### src/rtl/alu_op_sequencer.sv
// alu_op_sequencer: command-side driver for the 8-bit ALU datapath.
// Accepts an opcode/operand request, drives registered operands and a one-hot
// select into the combinational ALU for a programmable settle window, then
// captures the ALU answer and returns it over a valid/ready response channel.
module alu_op_sequencer #(
    parameter int unsigned SETTLE_CYCLES = 2,
    parameter int unsigned CNT_W         = 16
) (
    input  logic             clk,
    input  logic             rst_n,
    input  logic             cmd_valid,
    output logic             cmd_ready,
    input  logic [2:0]       cmd_opcode,
    input  logic [7:0]       cmd_op1,
    input  logic [7:0]       cmd_op2,
    output logic [7:0]       alu_op1,
    output logic [7:0]       alu_op2,
    output logic [7:0]       alu_sel,
    input  logic [7:0]       alu_ans,
    output logic             rsp_valid,
    input  logic             rsp_ready,
    output logic [7:0]       rsp_data,
    output logic [2:0]       rsp_opcode,
    output logic             busy,
    output logic [CNT_W-1:0] op_count
);

    typedef enum logic [1:0] {
        IDLE  = 2'd0,
        DRIVE = 2'd1,
        DONE  = 2'd2
    } state_t;

    // Settle counter preload: DRIVE lasts SETTLE_CYCLES edges including the capture edge.
    localparam logic [3:0] CNT_LOAD = 4'(SETTLE_CYCLES - 1);

    state_t           state_q, state_d;
    logic [3:0]       cnt_q, cnt_d;
    logic [2:0]       opc_q, opc_d;
    logic [7:0]       op1_q, op1_d;
    logic [7:0]       op2_q, op2_d;
    logic [7:0]       sel_q, sel_d;
    logic             rv_q, rv_d;
    logic [7:0]       rd_q, rd_d;
    logic [2:0]       ro_q, ro_d;
    logic             crdy_q, crdy_d;
    logic             busy_q, busy_d;
    logic [CNT_W-1:0] ops_q, ops_d;

    // Opcode n maps to select bit n; exactly one bit is ever set.
    function automatic logic [7:0] onehot(input logic [2:0] code);
        logic [7:0] v;
        v       = '0;
        v[code] = 1'b1;
        return v;
    endfunction

    // Next-state and next-output decode; every register defaults to holding.
    always_comb begin
        state_d = state_q;
        cnt_d   = cnt_q;
        opc_d   = opc_q;
        op1_d   = op1_q;
        op2_d   = op2_q;
        sel_d   = sel_q;
        rv_d    = rv_q;
        rd_d    = rd_q;
        ro_d    = ro_q;
        ops_d   = ops_q;

        case (state_q)
            IDLE: begin
                sel_d = '0;
                if (cmd_valid) begin
                    opc_d   = cmd_opcode;
                    op1_d   = cmd_op1;
                    op2_d   = cmd_op2;
                    sel_d   = onehot(cmd_opcode);
                    cnt_d   = CNT_LOAD;
                    state_d = DRIVE;
                end
            end
            DRIVE: begin
                if (cnt_q != '0) begin
                    cnt_d = cnt_q - 4'd1;
                end else begin
                    rd_d    = alu_ans;
                    ro_d    = opc_q;
                    rv_d    = 1'b1;
                    sel_d   = '0;
                    state_d = DONE;
                end
            end
            DONE: begin
                if (rsp_ready) begin
                    rv_d    = 1'b0;
                    ops_d   = ops_q + CNT_W'(1);
                    state_d = IDLE;
                end
            end
            default: begin
                state_d = IDLE;
                sel_d   = '0;
                rv_d    = 1'b0;
            end
        endcase

        // Handshake/status flags follow the next state so they are registered too.
        crdy_d = (state_d == IDLE);
        busy_d = (state_d != IDLE);
    end

    // State and output registers; reset aborts any operation in flight.
    always_ff @(posedge clk or negedge rst_n) begin
        if (!rst_n) begin
            state_q <= IDLE;
            cnt_q   <= '0;
            opc_q   <= '0;
            op1_q   <= '0;
            op2_q   <= '0;
            sel_q   <= '0;
            rv_q    <= 1'b0;
            rd_q    <= '0;
            ro_q    <= '0;
            crdy_q  <= 1'b1;
            busy_q  <= 1'b0;
            ops_q   <= '0;
        end else begin
            state_q <= state_d;
            cnt_q   <= cnt_d;
            opc_q   <= opc_d;
            op1_q   <= op1_d;
            op2_q   <= op2_d;
            sel_q   <= sel_d;
            rv_q    <= rv_d;
            rd_q    <= rd_d;
            ro_q    <= ro_d;
            crdy_q  <= crdy_d;
            busy_q  <= busy_d;
            ops_q   <= ops_d;
        end
    end

    assign cmd_ready  = crdy_q;
    assign alu_op1    = op1_q;
    assign alu_op2    = op2_q;
    assign alu_sel    = sel_q;
    assign rsp_valid  = rv_q;
    assign rsp_data   = rd_q;
    assign rsp_opcode = ro_q;
    assign busy       = busy_q;
    assign op_count   = ops_q;

endmodule

### config.mk
export PLATFORM = sky130hd
export DESIGN_NAME = alu_op_sequencer
export DESIGN_NICKNAME = d
export VERILOG_FILES = /design/src/rtl/alu_op_sequencer.sv
export SDC_FILE = /design/constraint.sdc
export NUM_CORES = 1
export LEC_CHECK = 0
export ABC_CLOCK_PERIOD_IN_PS = 2630
export CELL_PAD_IN_SITES_DETAIL_PLACEMENT = 1
export CELL_PAD_IN_SITES_GLOBAL_PLACEMENT = 2
export CORE_MARGIN = 2
export CORE_UTILIZATION = 28
export DETAILED_ROUTE_END_ITERATION = 6
export PLACE_DENSITY = 0.81
export SYNTH_ARGS = -nofsm -noshare
export SYNTH_HDL_FRONTEND = slang
export SYNTH_SLANG_ARGS = --single-unit
### constraint.sdc
create_clock -name clk -period 2.63 [get_ports clk]
set_clock_uncertainty 0.15 [all_clocks]
set_input_delay 0.263 -clock clk [delete_from_list [all_inputs] [get_ports clk]]
set_output_delay 0.263 -clock clk [all_outputs]
set_load 0.01 [all_outputs]
==> summary.txt, run 1 <==
Worst setup path
  • Critical path endpoint category: register
  • WP data arrival: 1970 ps
  • Flop2flop setup slack: 730 ps
  • Worst path bufs/invs: 1
  • Crit path cell chain: inv_1 -> ha_1 -> or3b_4 -> nand2b_4 -> mux2_4
  • Critical path's top delay family: simple AND/OR/NAND/NOR gates
  • Required time of the critical path: 2700 ps
  • Critical path launch point type: register
  • Slowest Stage Delay on Critical Path: 390 ps
  • Worst-case reg-to-reg path depth: 5
  • Worst flop-to-flop path startpoint: cnt_q[0]
  • Largest fanout on the critical path: 13
  • Worst r2r dst: rsp_data[6]
  • Critical path's slowest cell: or3b_4
  • Worst setup path start: cnt_q[0]
  • Setup Crit Path Kind: reg2reg

Outcome
  • Outcome: complete, no violations

STA
  • RSZ-0062 raised after global routing: no
  • Rel. slew slack: 0.578
  • Final hold vios: 0
  • Minimum hold slack: 290 ps
  • Max Clock Freq: 527 MHz
  • # setup viols final: 0
  • Period utilization: 0.721
  • Worst slew pin tran: 632 ps
  • Setup ws final: 733 ps
  • Setup TNS: 0 ps
  • Max Slew Vio Count: 0
  • Final Critical Period: 1900 ps

Clocking
  • Htree depth: 3
  • CTS Root Cell: clkbuf_8
  • Clock latency on the worst-skew pair: 330 ps
  • Max Root-Sink Buffers: 2
  • Clock sink count: 63
  • Hold Buf Count CTS: 1
  • Post-CTS setup buffer count: 0
  • CTS tree: done
  • Post-cts gate resize count: 0
  • Clock slew at reported path FFs: 80 ps
  • Number of CTS-inserted buffers: 9

Routing
  • DRC: 0
  • Routed Antenna Nets: 0
  • Via Count: 1987
  • Vias/cell: 4.56
  • Wire per inst: 14.3 um
  • Initial DRC Count: 56
  • Detailed Routing Iterations Pass 1: 4
  • Total detailed-routing wirelength: 6250 um

Min path
  • Worst Hold Path EP: alu_op2[1]
  • Hold Path Class: in2reg
  • Hold Crit Depth: 3
  • Hold Startpoint: cmd_op2[1]

Synth
  • Top cells by area, synth: dfrtp_1, nand2_1, mux2_4
  • YS warnings: 0
  • Register area share after synthesis: 0.610
  • Distinct cell type count after synthesis: 34
  • Synth area leader: dfrtp_1
  • Mapped Area: 2590 um2
  • Syn Nets: 260
  • Mean Syn Cell Area: 11.4 um2
  • Post-synth top area share: 0.600
  • Yosys reg bits: 63
  • Post-Syn Instances: 226

Floorplanning
  • Die Span X: 100 um
  • Die area: 10000 um2
  • Die Y-Extent: 100 um
  • I/O pin count: 85
  • Initial Util: 0.284
  • Row count: 35
  • Core Footprint: 9110 um2

Finish
  • Sequential cell area: 1580 um2
  • Area Growth Syn to Fin: 46.1%
  • Nets@finish: 354
  • Commonest non-fill, non-tap cells in the layout: clkdlybuf4s50_1, nand2_1, dfrtp_1, clkbuf_8
  • Most common cell after layout, fill and taps aside: clkdlybuf4s50_1
  • Fin area: 3780 um2
  • Layout cells sized above 1: 0.120
  • Multi-input combinational cell area: 965 um2
  • # fillers: 1011
  • # diodes: 0

Job
  • Total of max-cap violations: 0

GRT
  • Initial antenna violation count: 0
  • Overall global routing resource usage: 0.133
  • Remaining global-route overflow: 0
  • First-pass GRT wire length: 10300 um
  • Vias in the first global route: 2097
  • Largest net degree at the start of global routing: 38

Place
  • RD Place Congestion: 0.696
  • Place WS: 666 ps
  • Port bufs: 84
  • Placed cell area: 3570 um2
  • Post-DP HPWL: 4430 um

Power
  • Peak supply drop: 0.360 mV
  • Clk pwr share: 0.220
  • Comb power frac: 0.390
  • Seq pwr share: 0.390
  • Leak Pwr: 0.00178 uW
  • Sw frac: 0.329
  • PD cells: 1030 nW/um2
  • Net Sw Power: 1280 uW
  • Internal: 2610 uW
==> state kept, by name, indices dropped and copies added (netlist names) <==
| signal | count |
|---|---|
| alu_op1 | 8 |
| alu_op2 | 8 |
| alu_sel | 8 |
| busy | 1 |
| cmd_ready | 1 |
| cnt_q | 4 |
| op_count | 16 |
| opc_q | 3 |
| rsp_data | 8 |
| rsp_opcode | 3 |
| rsp_valid | 1 |
| state_q | 2 |
==> layer usage <==
metal / up-vias / share of wire / track usage
met3: 6 / 0.070 / 0.0550
li1: 933 / - / -
met4: 0 / 0.011 / 0.0379
met2: 70 / 0.47 / 0.205
met5: - / 0 / 0
met1: 978 / 0.44 / 0.171
==> synthesized netlist by cell type <==
cell type,number
xor2_1,9
nand2_2,1
buf_1,1
ha_1,3
xnor2_1,9
inv_1,5
and2_1,1
nand2_1,66
buf_6,1
nor4_1,1
a21oi_1,2
nor2b_1,2
mux2_2,4
nor2_1,9
mux2_4,8
clkbuf_1,3
nand4b_4,1
nor3_2,1
dfrtp_1,62
and3_1,2
nand4_1,2
o21ai_0,4
or2b_1,1
or2_4,1
or3b_4,1
nor3_1,4
o31ai_1,1
a21o_1,1
nand2b_4,1
a22o_1,6
dfstp_2,1
a32o_1,2
nand3_1,9
and2b_2,1
==> cells by family (layout without fill, tap and decap cells) <==
group / Yosys count / after routing / synth area share
AND/OR/NAND/NOR: 104 / 104 / 0.188
AO/OA/AOI/OAI: 16 / 16 / 0.0455
buffers and inverters: 10 / 109 / 0.0174
XOR/XNOR: 18 / 18 / 0.0609
adder cells (fa/ha/maj): 3 / 3 / 0.0145
multiplexers: 12 / 12 / 0.0638
flip-flops: 63 / 63 / 0.610
==> worst register-to-register path, delay by kind of cell, from the launching register on <==
kind          cells  cell delay, ps
flops             1             380
fa+ha+maj         1             150
buf+inv           1             110
mux               1             340
simple gates      2             660
==> power groups by stage <==
stage | clock network [uW] | registers (uW) | logic, uW
after floorplan | 0 | 1620 | 671
after global placement | 0 | 1520 | 1510
after detailed placement | 0 | 1530 | 1550
after CTS | 889 | 1520 | 1550
after global routing | 937 | 1570 | 1680
final | 853 | 1520 | 1520
==> worst max-delay path by stage <==
stage               slack, ps  depth (start not counted)           end
floorplan                 790                          6   rsp_data[1]
global placement          750                          5  op_count[15]
detailed placement        670                          5   op_count[9]
CTS                       710                          6    alu_sel[2]
global route              610                          6    alu_sel[0]
finish                    730                          5   rsp_data[6]
==> area by class of cell <==
cell class | instances | share of cell area
clock buffer | 11 | 0.0374
clock inverter | 5 | 0.0156
inverter | 5 | 0.00496
multi-input combinational | 153 | 0.255
sequential | 63 | 0.417
tap | 111 | 0.0367
timing repair buffer | 88 | 0.233
==> metrics by stage <==
step	util	cells	total power (uW)
floorplan	-	226	2290
finish	0.415	436	3890
CTS	0.415	436	3970
global placement	0.392	419	3040
detailed placement	0.392	419	3080
global route	0.415	436	4190
Power figures use the tool's default switching activity.
==> run 2: changes to the inputs <==
ABC_CLOCK_PERIOD_IN_PS = 1800   (was 2630)
clock period = 1.8 ns   (was 2.63 ns; I/O delays follow)
==> run 2 against run 1 <==
Net effect:
- die area unchanged
- critical path depth unchanged
- wire length increased by 4.3%
- the flow now finishes with violations (negative setup slack)
- combinational power grew 61%
- critical path type unchanged
- flip-flop and latch count unchanged
- register-to-register slack worse by 760 ps
- hold slack lost 74 ps
- largest cell class unchanged
- critical endpoint is now rsp_data[4]
- sequential share of layout area is 0.85 points lower
- global-route usage up 0.54 points
- sequential power increased by 47%
- power increased by 47%
==> summary.txt, run 2 (same netlist as run 1, synthesis figures left out) <==
Routing
  • Wire per inst: 14.6 um
  • Total detailed-routing wirelength: 6520 um
  • Initial DRC Count: 38
  • Routed Antenna Nets: 0
  • DRC: 0
  • Vias/cell: 4.52
  • Via Count: 2014
  • Detailed Routing Iterations Pass 1: 4

Clocking
  • CTS tree: done
  • Clock sink count: 63
  • Max Root-Sink Buffers: 2
  • CTS Root Cell: clkbuf_8
  • Clock slew at reported path FFs: 70 ps
  • Number of CTS-inserted buffers: 9
  • Clock latency on the worst-skew pair: 330 ps
  • Htree depth: 3

GRT
  • Remaining global-route overflow: 0
  • Vias in the first global route: 2194
  • Overall global routing resource usage: 0.138
  • Largest net degree at the start of global routing: 64
  • First-pass GRT wire length: 10800 um
  • Initial antenna violation count: 0

Worst setup path
  • WP data arrival: 1890 ps
  • Critical path endpoint category: register
  • Worst r2r dst: rsp_data[4]
  • Worst flop-to-flop path startpoint: cnt_q[0]
  • Critical path launch point type: register
  • Required time of the critical path: 1860 ps
  • Flop2flop setup slack: -20 ps
  • Worst-case reg-to-reg path depth: 5
  • Largest fanout on the critical path: 7
  • Setup Crit Path Kind: reg2reg

Place
  • Port bufs: 84
  • Placed cell area: 3630 um2
  • Post-DP HPWL: 4540 um
  • RD Place Congestion: 0.731

Floorplanning
  • Core Footprint: 9110 um2
  • Die Span X: 100 um
  • Die Y-Extent: 100 um
  • Row count: 35
  • Die area: 10000 um2
  • I/O pin count: 85
  • Initial Util: 0.284

Min path
  • Worst Hold Path EP: alu_op2[6]
  • Hold Crit Depth: 3
  • Hold Path Class: in2reg
  • Hold Startpoint: cmd_op2[6]

Finish
  • Area Growth Syn to Fin: 49.2%
  • Most common cell after layout, fill and taps aside: clkdlybuf4s50_1
  • Layout Utilization: 0.424
  • Nets@finish: 364
  • Layout cells sized above 1: 0.152
  • # diodes: 0
  • Commonest non-fill, non-tap cells in the layout: clkdlybuf4s50_1, nand2_1, dfrtp_1, clkbuf_8, buf_4
  • Fin area: 3860 um2
  • Max reg flops: 16

STA
  • Worst slew pin tran: 367 ps
  • Max Slew Vio Count: 0
  • # setup viols final: 7
  • Setup ws final: -22.3 ps
  • Final Critical Period: 1820 ps
  • Period utilization: 1.01
  • RSZ-0062 raised after global routing: yes
  • Rel. slew slack: 0.753
  • Final hold vios: 0
  • Max Clock Freq: 549 MHz

Power
  • Comb power frac: 0.426
  • Clk pwr share: 0.185
  • Peak supply drop: 0.657 mV
  • Sw frac: 0.336
  • Leak Pwr: 0.00183 uW
  • Seq pwr share: 0.389
  • Internal: 3800 uW
  • Net Sw Power: 1930 uW
  • PD cells: 1480 nW/um2

Job
  • Total of max-cap violations: 0

Outcome
  • Outcome: complete, but fails checks
  • Failing checks: negative setup slack
[run 2: cell type report]
type	instances	area (um2)
Fill cell	1005	5250
Sequential cell	63	1580
Multi-Input combinational cell	154	996
Timing Repair Buffer	97	961
Clock buffer	12	145
Tap cell	111	139
Clock inverter	4	22.5
Inverter	5	18.8
[run 2: per-stage QoR]
step | hold WS (ps) | power [uW] | setup slack, ps | setup TNS (ps) | instances
after global placement | 72.5 | 4520 | -3.68 | -26.0 | 425
after floorplan | -266 | 3360 | -17.3 | -139 | 226
after detailed placement | 75.0 | 4610 | -47.2 | -410 | 425
after global routing | 221 | 6170 | -82.5 | -580 | 446
final | 216 | 5730 | -22.3 | -113 | 446
after CTS | 196 | 5780 | -1.43 | -1.43 | 444
[run 2: timing repair]
action | CTS | global route
buffers inserted | 1 | 2
cloned | 1 | 0
hold buffers | 1 | 0
endpoints found under the setup margin | 11 | 17
resized for setup | 2 | 3
hold endpoints to repair | 63 | 0
[run 2: critical path, stage by stage (launching register included)]
cell,delay (ps)
dfrtp_1,390
inv_2,90
ha_4,120
or3b_4,400
nand2b_4,230
mux2_4,320
[run 2: power groups by stage]
stage	clock network, uW	logic [uW]	registers [uW]
floorplan	0	981	2370
global placement	0	2290	2230
detailed placement	0	2350	2250
CTS	1130	2420	2230
global route	1180	2690	2300
finish	1060	2440	2230
[run 2: routing by layer]
| metal | vias up | part of all wire | global-route usage |
|---|---|---|---|
| li1 | 954 | - | - |
| met4 | 0 | 0.010 | 0.0411 |
| met2 | 65 | 0.50 | 0.233 |
| met5 | - | 0 | 0 |
| met1 | 987 | 0.42 | 0.167 |
| met3 | 8 | 0.068 | 0.0474 |
[run 2: worst max-delay path by stage]
stage                     slack [ps]     endpoint      from  depth (start not counted)
after floorplan                  -20  rsp_data[1]  cnt_q[0]                          6
after global routing             -80  rsp_data[2]  cnt_q[0]                          5
after detailed placement         -50  rsp_data[4]  cnt_q[1]                          5
after CTS                         -1  rsp_data[4]  cnt_q[0]                          5
after global placement            -4  rsp_data[1]  cnt_q[1]                          5
final                            -20  rsp_data[4]  cnt_q[0]                          5
